===== src/rtl/bus_arbiter_rr_pkg.sv =====
// Shared definitions for the RIB bus round-robin arbiter: FSM states, master ids, slave field.
package bus_arbiter_rr_pkg;

  typedef enum logic [1:0] {
    ARB_IDLE = 2'd0,
    ARB_BUSY = 2'd1,
    ARB_ERR  = 2'd2,
    ARB_DONE = 2'd3
  } arb_state_e;

  localparam logic [1:0] M_DATA  = 2'd0;
  localparam logic [1:0] M_INST  = 2'd1;
  localparam logic [1:0] M_JTAG  = 2'd2;
  localparam logic [1:0] M_OTHER = 2'd3;

  localparam int NUM_MASTERS  = 4;
  localparam int SLV_ADDR_MSB = 31;
  localparam int SLV_ADDR_LSB = 28;
  localparam int SLV_W        = SLV_ADDR_MSB - SLV_ADDR_LSB + 1;

  // Instruction fetch alone must never stall the pipeline.
  localparam logic [NUM_MASTERS-1:0] HOLD_MASK =
    (4'b0001 << M_DATA) | (4'b0001 << M_JTAG) | (4'b0001 << M_OTHER);

  function automatic logic [SLV_W-1:0] slave_field(
    input logic [NUM_MASTERS*SLV_W-1:0] sel,
    input logic [1:0]                   idx
  );
    return sel[32'(idx) * SLV_W +: SLV_W];
  endfunction

endpackage


===== src/rtl/bus_arbiter_rr_pick.sv =====
// Rotating-priority picker: first set bit of req_i scanning upward from ptr_i, wrapping 3->0.
// Purely combinational; any_o flags that at least one request is present.
module rr_pick4 (
  input  logic [3:0] req_i,
  input  logic [1:0] ptr_i,
  output logic [1:0] winner_o,
  output logic       any_o
);

  always_comb begin
    logic [1:0] idx;
    idx      = ptr_i;
    winner_o = ptr_i;
    any_o    = 1'b0;
    // Scan from farthest to nearest so the nearest set bit is the last assignment.
    for (int i = 3; i >= 0; i--) begin
      idx = ptr_i + 2'(i);
      if (req_i[idx]) begin
        winner_o = idx;
        any_o    = 1'b1;
      end
    end
  end

endmodule


===== src/rtl/bus_arbiter_rr.sv =====
// Round-robin, transaction-locked RIB bus arbiter with slave decode and a hung-slave timeout.
// Grant is registered one cycle after a request; the grant stays locked until ack, timeout or decode error.
module bus_arbiter_rr
  import bus_arbiter_rr_pkg::*;
#(
  parameter int NUM_SLAVES = 6,
  parameter int TIMEOUT    = 16,
  parameter int CNT_W      = 8
) (
  input  logic        clk,
  input  logic        rst,
  input  logic [3:0]  m_req_i,
  input  logic [15:0] m_sel_i,
  input  logic        s_ack_i,
  output logic [1:0]  grant_o,
  output logic        grant_valid_o,
  output logic [3:0]  slave_sel_o,
  output logic [3:0]  m_ack_o,
  output logic [3:0]  m_err_o,
  output logic        hold_flag_o
);

  arb_state_e       state_q, state_d;
  logic [1:0]       grant_q, grant_d;
  logic [1:0]       ptr_q, ptr_d;
  logic             gvalid_q, gvalid_d;
  logic [SLV_W-1:0] ssel_q, ssel_d;
  logic [3:0]       ack_q, ack_d;
  logic [3:0]       err_q, err_d;
  logic [CNT_W-1:0] cnt_q, cnt_d;

  logic [1:0]       winner;
  logic             any_req;
  logic [SLV_W-1:0] win_sel;
  logic             sel_ok;
  logic             timed_out;

  rr_pick4 u_pick (
    .req_i    (m_req_i),
    .ptr_i    (ptr_q),
    .winner_o (winner),
    .any_o    (any_req)
  );

  assign win_sel   = slave_field(m_sel_i, winner);
  assign sel_ok    = 32'(win_sel) < NUM_SLAVES;
  assign timed_out = (cnt_q == CNT_W'(TIMEOUT - 1));

  always_ff @(posedge clk or posedge rst) begin
    if (rst) state_q <= ARB_IDLE;
    else     state_q <= state_d;
  end

  always_comb begin
    state_d = state_q;
    case (state_q)
      ARB_IDLE: if (any_req) state_d = sel_ok ? ARB_BUSY : ARB_ERR;
      ARB_BUSY: if (s_ack_i || timed_out) state_d = ARB_DONE;
      ARB_ERR:  state_d = ARB_DONE;
      ARB_DONE: state_d = ARB_IDLE;
      default:  state_d = ARB_IDLE;
    endcase
  end

  always_comb begin
    grant_d  = grant_q;
    ssel_d   = ssel_q;
    gvalid_d = gvalid_q;
    ptr_d    = ptr_q;
    cnt_d    = cnt_q;
    ack_d    = '0;
    err_d    = '0;
    case (state_q)
      ARB_IDLE: begin
        if (any_req) begin
          grant_d  = winner;
          ssel_d   = win_sel;
          gvalid_d = sel_ok;
        end
      end
      ARB_BUSY: begin
        cnt_d = cnt_q + 1'b1;
        // Ack on the timeout cycle still counts as success.
        if (s_ack_i) begin
          gvalid_d = 1'b0;
          ack_d    = 4'b0001 << grant_q;
        end else if (timed_out) begin
          gvalid_d = 1'b0;
          err_d    = 4'b0001 << grant_q;
        end
      end
      ARB_ERR:  err_d = 4'b0001 << grant_q;
      ARB_DONE: begin
        ptr_d = grant_q + 2'd1;
        cnt_d = '0;
      end
      default: ;
    endcase
  end

  always_ff @(posedge clk or posedge rst) begin
    if (rst) begin
      grant_q  <= M_INST;
      ssel_q   <= '0;
      gvalid_q <= 1'b0;
      ptr_q    <= 2'd0;
      cnt_q    <= '0;
      ack_q    <= '0;
      err_q    <= '0;
    end else begin
      grant_q  <= grant_d;
      ssel_q   <= ssel_d;
      gvalid_q <= gvalid_d;
      ptr_q    <= ptr_d;
      cnt_q    <= cnt_d;
      ack_q    <= ack_d;
      err_q    <= err_d;
    end
  end

  assign grant_o       = grant_q;
  assign grant_valid_o = gvalid_q;
  assign slave_sel_o   = ssel_q;
  assign m_ack_o       = ack_q;
  assign m_err_o       = err_q;
  assign hold_flag_o   = (|(m_req_i & HOLD_MASK)) || ((state_q != ARB_IDLE) && (grant_q != M_INST));

endmodule


===== config.mk =====
export PLATFORM = sky130hd
export DESIGN_NAME = bus_arbiter_rr
export DESIGN_NICKNAME = d
export VERILOG_FILES = /design/src/rtl/bus_arbiter_rr_pkg.sv /design/src/rtl/bus_arbiter_rr_pick.sv /design/src/rtl/bus_arbiter_rr.sv
export SDC_FILE = /design/constraint.sdc
export NUM_CORES = 1
export LEC_CHECK = 0
export ABC_AREA = 1
export ABC_CLOCK_PERIOD_IN_PS = 2910
export CAP_MARGIN = 40
export CORE_AREA = 2 2 56 97
export DETAILED_ROUTE_END_ITERATION = 8
export DIE_AREA = 0 0 58 99
export SLEW_MARGIN = 25
export SYNTH_ARGS = -nofsm -noshare
export SYNTH_HDL_FRONTEND = slang
export SYNTH_SLANG_ARGS = --single-unit
export TNS_END_PERCENT = 10

===== constraint.sdc =====
create_clock -name clk -period 2.91 [get_ports clk]
set_input_delay 0.7275 -clock clk [delete_from_list [all_inputs] [get_ports clk]]
set_output_delay 0.7275 -clock clk [all_outputs]
set_load 0.01 [all_outputs]

## Word-level counts from Yosys, hierarchy flattened

Cells that the tools add are included.

| cells by class | value |
|---|---|
| add/subtract/negate cells | 5 |
| multiply operators | 0 |
| divide/modulo/power cells | 0 |
| order comparisons | 5 |
| equality and inequality tests | 8 |
| shift operators | 2 |
| muxes and demuxes | 30 |
| bitwise logic cells | 0 |
| reductions and logical operators | 11 |

Operators with widths:

| operator | number |
|---|---|
| 4-bit two-way mux | 4 |
| 8-bit one-hot mux with 2 select lines | 1 |
| 16-bit by 5-bit indexed part select with 4-bit output | 1 |
| 2-bit two-way mux | 7 |
| 2-bit by 3-bit less-than comparator with 1-bit output (second input constant) | 4 |
| 1-bit two-way mux | 11 |
| 8-bit by 1-bit adder with 8-bit output (second input constant) | 1 |
| 1-bit binary-select mux with 2-bit select | 4 |
| 8-bit by 4-bit equality test with 1-bit output (second input constant) | 1 |
| 2-bit one-hot mux with 4 select lines | 1 |
| 4-bit one-hot mux with 2 select lines | 1 |
| 2-bit nonzero test | 3 |
| 2-bit by 1-bit adder with 2-bit output (second input constant) | 2 |
| 2-bit adder (second input constant) | 2 |
| 2-bit equality test (second input constant) | 2 |
| 4-bit by 3-bit less-than comparator with 1-bit output (second input constant) | 1 |
| 2-bit != test (second input constant) | 2 |
| 2-bit AND reduction | 2 |
| 1-bit by 2-bit << shifter with 4-bit output (first input constant) | 1 |
| 3-bit != test (second input constant) | 1 |
| 3-bit AND reduction | 1 |
| 3-bit OR reduction | 1 |
| 2-bit by 1-bit equality test with 1-bit output (second input constant) | 1 |
| 2-bit zero test | 1 |
| other kinds (4) | 5 |

| word-level totals | value |
|---|---|
| bits in registers | 27 |
| latch bits | 0 |
| memory bits (writable) | 0 |
| bits in read-only memories | 0 |
| input bits | 23 |
| word-level logic and storage cells | 69 |
| memories | 0 |

## Longest topological paths before layout

| logic depth | value |
|---|---|
| depth after elaboration | 12 |
| gate-level depth with buffers | 19 |
| gate-level depth less buffers | 18 |

## Modules after synthesis

From an unflattened synthesis, not the netlist that was laid out.

| unflattened totals | value |
|---|---|
| cells, all modules | 240 |
| area, all modules | 1702.9 um2 |

By module, submodules not included:

| module | times used | cells an instance | area an instance (um2) | seq. area each (um2) |
|---|---|---|---|---|
| bus_arbiter_rr | 1 | 187 | 1468.9 | 676.9 |
| rr_pick4 | 1 | 53 | 234.0 | 0.0 |

## Worst setup path after synthesis

No wires, ideal clock.

| path | value |
|---|---|
| path type | input-to-reg |
| from | input m_req_i[3] |
| to | register state_q[0] |
| setup time | 116 ps |
| data arrival time | 1804 ps |
| required time | 2794 ps |
| slack | 990 ps |
| stages on the path | 16 |
| buffers on the path | 0 |
| cell sequence | inv_1 > nand2_1 > nand3_1 > nand2_1 > inv_2 > nand3_2 > nand2_4 > nand2_4 > nand2_1 > nand3_1 > nand2_1 > nand2_1 > nand2_1 > nand2_1 > nand2_1 > nand2_1 |

| between the ends | value |
|---|---|
| cells in the longest elaborated chain, start to end | 11 |

RTL lines:

| what | RTL line | text |
|---|---|---|
| start, declared | bus_arbiter_rr.sv:12 | `input logic [3:0] m_req_i,` |
| 1-bit binary-select mux with 2-bit select | bus_arbiter_rr_pick.sv:18 | `if (req_i[idx]) begin` |
| 1-bit two-way mux (implied by the code) | bus_arbiter_rr_pick.sv:18 |  |
| 2-bit two-way mux (4 in series) | bus_arbiter_rr_pick.sv:18 |  |
| 16-bit by 5-bit indexed part select with 4-bit output | bus_arbiter_rr_pkg.sv:29 | `return sel[32'(idx) * SLV_W +: SLV_W];` |
| 4-bit by 3-bit less-than comparator with 1-bit output | bus_arbiter_rr.sv:46 | `assign sel_ok = 32'(win_sel) < NUM_SLAVES;` |
| 2-bit two-way mux (2 in series) | bus_arbiter_rr.sv:57 | `ARB_IDLE: if (any_req) state_d = sel_ok ? ARB_BUSY : ARB_ERR;` |
| 2-bit one-hot mux with 4 select lines | bus_arbiter_rr.sv:56 | `case (state_q)` |
| end signal, assigned | bus_arbiter_rr.sv:51 | `else state_q <= state_d;` |
| end, declared | bus_arbiter_rr.sv:23 | `arb_state_e state_q, state_d;` |

Parallel ways exist; a longest one is shown, timed or not. The select of a mux whose other input is x is not followed.
A chain may end at the register's enable or synchronous reset.

## Final worst setup path

| path | value |
|---|---|
| from | input m_req_i[3] |
| to | output hold_flag_o |

| between the ends | value |
|---|---|
| cells in the longest elaborated chain, start to end | 2 |

RTL lines:

| what | RTL line | text |
|---|---|---|
| 3-bit OR reduction | bus_arbiter_rr.sv:126 | `assign hold_flag_o = (\|(m_req_i & HOLD_MASK)) \|\| ((state_q != ARB_IDLE) && (grant_q != M_INST));` |
| 1-bit logical OR | bus_arbiter_rr.sv:126 |  |
| end, declared | bus_arbiter_rr.sv:20 | `output logic hold_flag_o` |

Every way passes these cells.

==> metrics.txt <==
Worst Max-Slew Pin Slew=0.543 ns; worst relative slew slack=0.637; synth top area cells=dfrtp_1, nand2_1, ha_1; worst setup path class=input pin to output port; count of routing violations after the opening detailed-route iteration=40; Worst EP arrival=1.95 ns; smallest setup slack after layout=0.236 ns; post-synthesis cell type with the largest combined area=dfrtp_1; vias per inst=4.87; clock tree from TritonCTS=built; hold path start=cnt_q[7]; final count of negative-setup-slack endpoints=0; post-synthesis sequential area ratio=0.403; area of the die=5740 µm²; post-synthesis async set-or-reset flop share=1.00; Antenna Diode Count=0; endpoint of the worst-slack reg-to-reg timing path=state_q[0]; wire length per cell after detailed routing=12.3 µm; Max Fanout on Critical Path=3; slowest stage cell on the critical path=clkdlybuf4s50_1; CP cell instances=clkdlybuf4s50_1 > inv_1 > o2111ai_1 > clkdlybuf4s50_1; Worst path top cell family by delay=buffers and inverters; initial core utilization=0.340; number of buffers inserted for hold repair after clock tree synthesis=0; number of placement rows=34; post-synth net total=258; via count of the first global-routing pass=1,592; CTS Buf Count=3; aggregate negative setup slack=0 ns; Port Buf Inserts=38; worst-case setup slack after placement=0.237 ns; CTS sink count=27; leakage power figure=1.06 nW; post-layout minimum cycle time=2.67 ns; die height=99 µm; fillcell total=500; number of synthesized flops with an enable pin=0; Hold Path End=cnt_q[7]; share of post-route cells with drive strength above 1=0.0936; Cells on Worst Hold Path=1; placeable core region=4930 µm²; total global routing overflow=0; buffer count from post-CTS setup fixing=0; count leader, synth=nand2_1; most common library cells after synthesis=nand2_1, inv_1, dfrtp_1, nand3_1, nor2_1; number of pins exceeding their max-slew limit in the final report=0; CTS-repair resized insts=0; wire length of the first global-routing pass=6600 µm; outcome=finished, final reports clean; number of nets still failing antenna checks after routing=0; Maximum Capacitance Violations=0; crit-path max cell delay=0.56 ns; clock insertion delay at the later pin of the skew report=0.28 ns; Worst IR Drop VDD=0.579 mV; total wirelength of the detailed-routed design=3940 µm; maximum buffer depth of the clock tree=2; area of the mapped netlist=1680 µm²; count of buffer and inverter cells on the critical path=3; Mapped Cells=225; Detailed Place HPWL=3210 µm; routed vias=1,562; top flip-flop cell by instance count after synthesis=dfrtp_1; Data required, critical path=2.18 ns; count of different cell masters after synthesis=27; final-layout worst hold slack=0.476 ns; number of nets in the finished design=301; final worst path period share=0.919; Initial DRT Pass Iterations=4; I/O pin count=39; setup clock skew after layout=0.00667 ns; Peak Freq=374 MHz; htree depth=1; horizontal extent of the die=58 µm; routability congestion estimate from global placement=0.928; fraction of synthesized cell area taken by the top area cell type=0.387; dominant cell type by count on the critical path=clkdlybuf4s50_1; mean area per synthesized cell=7.46 µm²; number of antenna violations at the first check in global routing=0; total routing resource utilization after global routing=0.148; type of element launching the critical path=input pin; #FFs+latches synth=27; critical register-to-register path startpoint=ptr_q[0]; first element of the critical path=m_req_i[3]; CTS clock-pin slew for the worst setup and hold paths=0.09 ns; min-delay worst type=flop to flop; depth of the most critical reg-to-reg path=17; root buffer selected by CTS=clkbuf_8; Final Hold Viols=0; count of yosys warnings during synthesis=0; nature of the critical path endpoint=output port; FF-to-FF setup slack=0.84 ns; total power density per cell area=1020 nW/µm²; Area growth, synth to finish=29.6%; number of remaining DRC errors=0; pin count of the biggest net entering global routing=17; unrepaired setup endpoints after global routing=no
-- cell usage in the layout, fill, tap and decap left out --
cell,synthesis,routed
ha_1,10,10
o2111ai_1,1,1
a31oi_1,2,2
nand3_2,2,2
o21ai_0,8,8
nand4_4,1,1
nor3_1,10,10
buf_4,0,2
a21oi_1,7,7
clkbuf_8,0,3
nor2_1,17,17
dfstp_2,1,1
inv_2,5,5
clkinv_1,1,1
dfrtp_1,26,26
nor2_2,1,1
nand3_1,17,17
nand3b_1,3,3
nand2_1,64,64
inv_6,1,1
clkdlybuf4s50_1,0,38
nand2_4,3,3
nand4_1,2,2
clkinvlp_4,0,1
xnor2_1,1,1
o211ai_1,1,1
nand2_2,5,5
o21ai_1,3,3
inv_1,31,31
-- layer usage --
layer / GRT usage / up-vias / wire length (µm)
li1: - / 794 / -
met1: 0.148 / 733 / 1470
met2: 0.284 / 24 / 2280
met3: 0.0131 / 11 / 73
met4: 0.0805 / 0 / 123
met5: 0 / - / 0
-- area by class of cell --
cell class,instances,area (µm²),share of cell area
Clock inverter,1,7.51,0.00345
Clock buffer,3,41.3,0.0190
Tap cell,54,67.6,0.0311
Sequential cell,27,677,0.311
Timing Repair Buffer,40,395,0.182
Multi-Input combinational cell,158,840,0.386
Inverter,38,148,0.0679
-- through the flow --
step                      area (µm²)  power, mW   util  std cells
after global placement          2130       2.00  0.431        317
after detailed placement        2130       2.01  0.431        317
after floorplan                 1680       1.61      -        225
after global routing            2180       2.45  0.441        321
after CTS                       2180       2.25  0.441        321
final                           2180       2.22  0.441        321
-- report_power, final --
part           total, mW  switching [mW]  internal [mW]
registers          0.604           0.110          0.494
logic               1.39           0.865          0.528
clock network      0.218           0.121         0.0974
-- sequential cells by signal, summed over array words and instances (netlist names) --
| name | count |
|---|---|
| cnt_q | 8 |
| grant_o | 2 |
| state_q | 2 |
| m_err_o | 4 |
| m_ack_o | 4 |
| ptr_q | 2 |
| grant_valid_o | 1 |
| slave_sel_o | 4 |
-- worst max-delay path by stage --
stage | endpoint | slack [ns] | cells after the start
after floorplan | state_q[0] | 0.99 | 16
after global routing | hold_flag_o | 0.19 | 4
after global placement | hold_flag_o | 0.26 | 4
after CTS | hold_flag_o | 0.23 | 4
after detailed placement | hold_flag_o | 0.24 | 4
final | hold_flag_o | 0.24 | 4
-- kinds of logic after synthesis --
family	after synthesis	share of synthesized area
AOI/OAI and AO/OA	22	0.0708
xor gates and xnor gates	1	0.00522
adders and majority gates	10	0.0745
buffers and inverters	40	0.0969
DFF	27	0.403
and+or+nand+nor	125	0.349
Note: power is estimated with default switching activity, not from simulation.
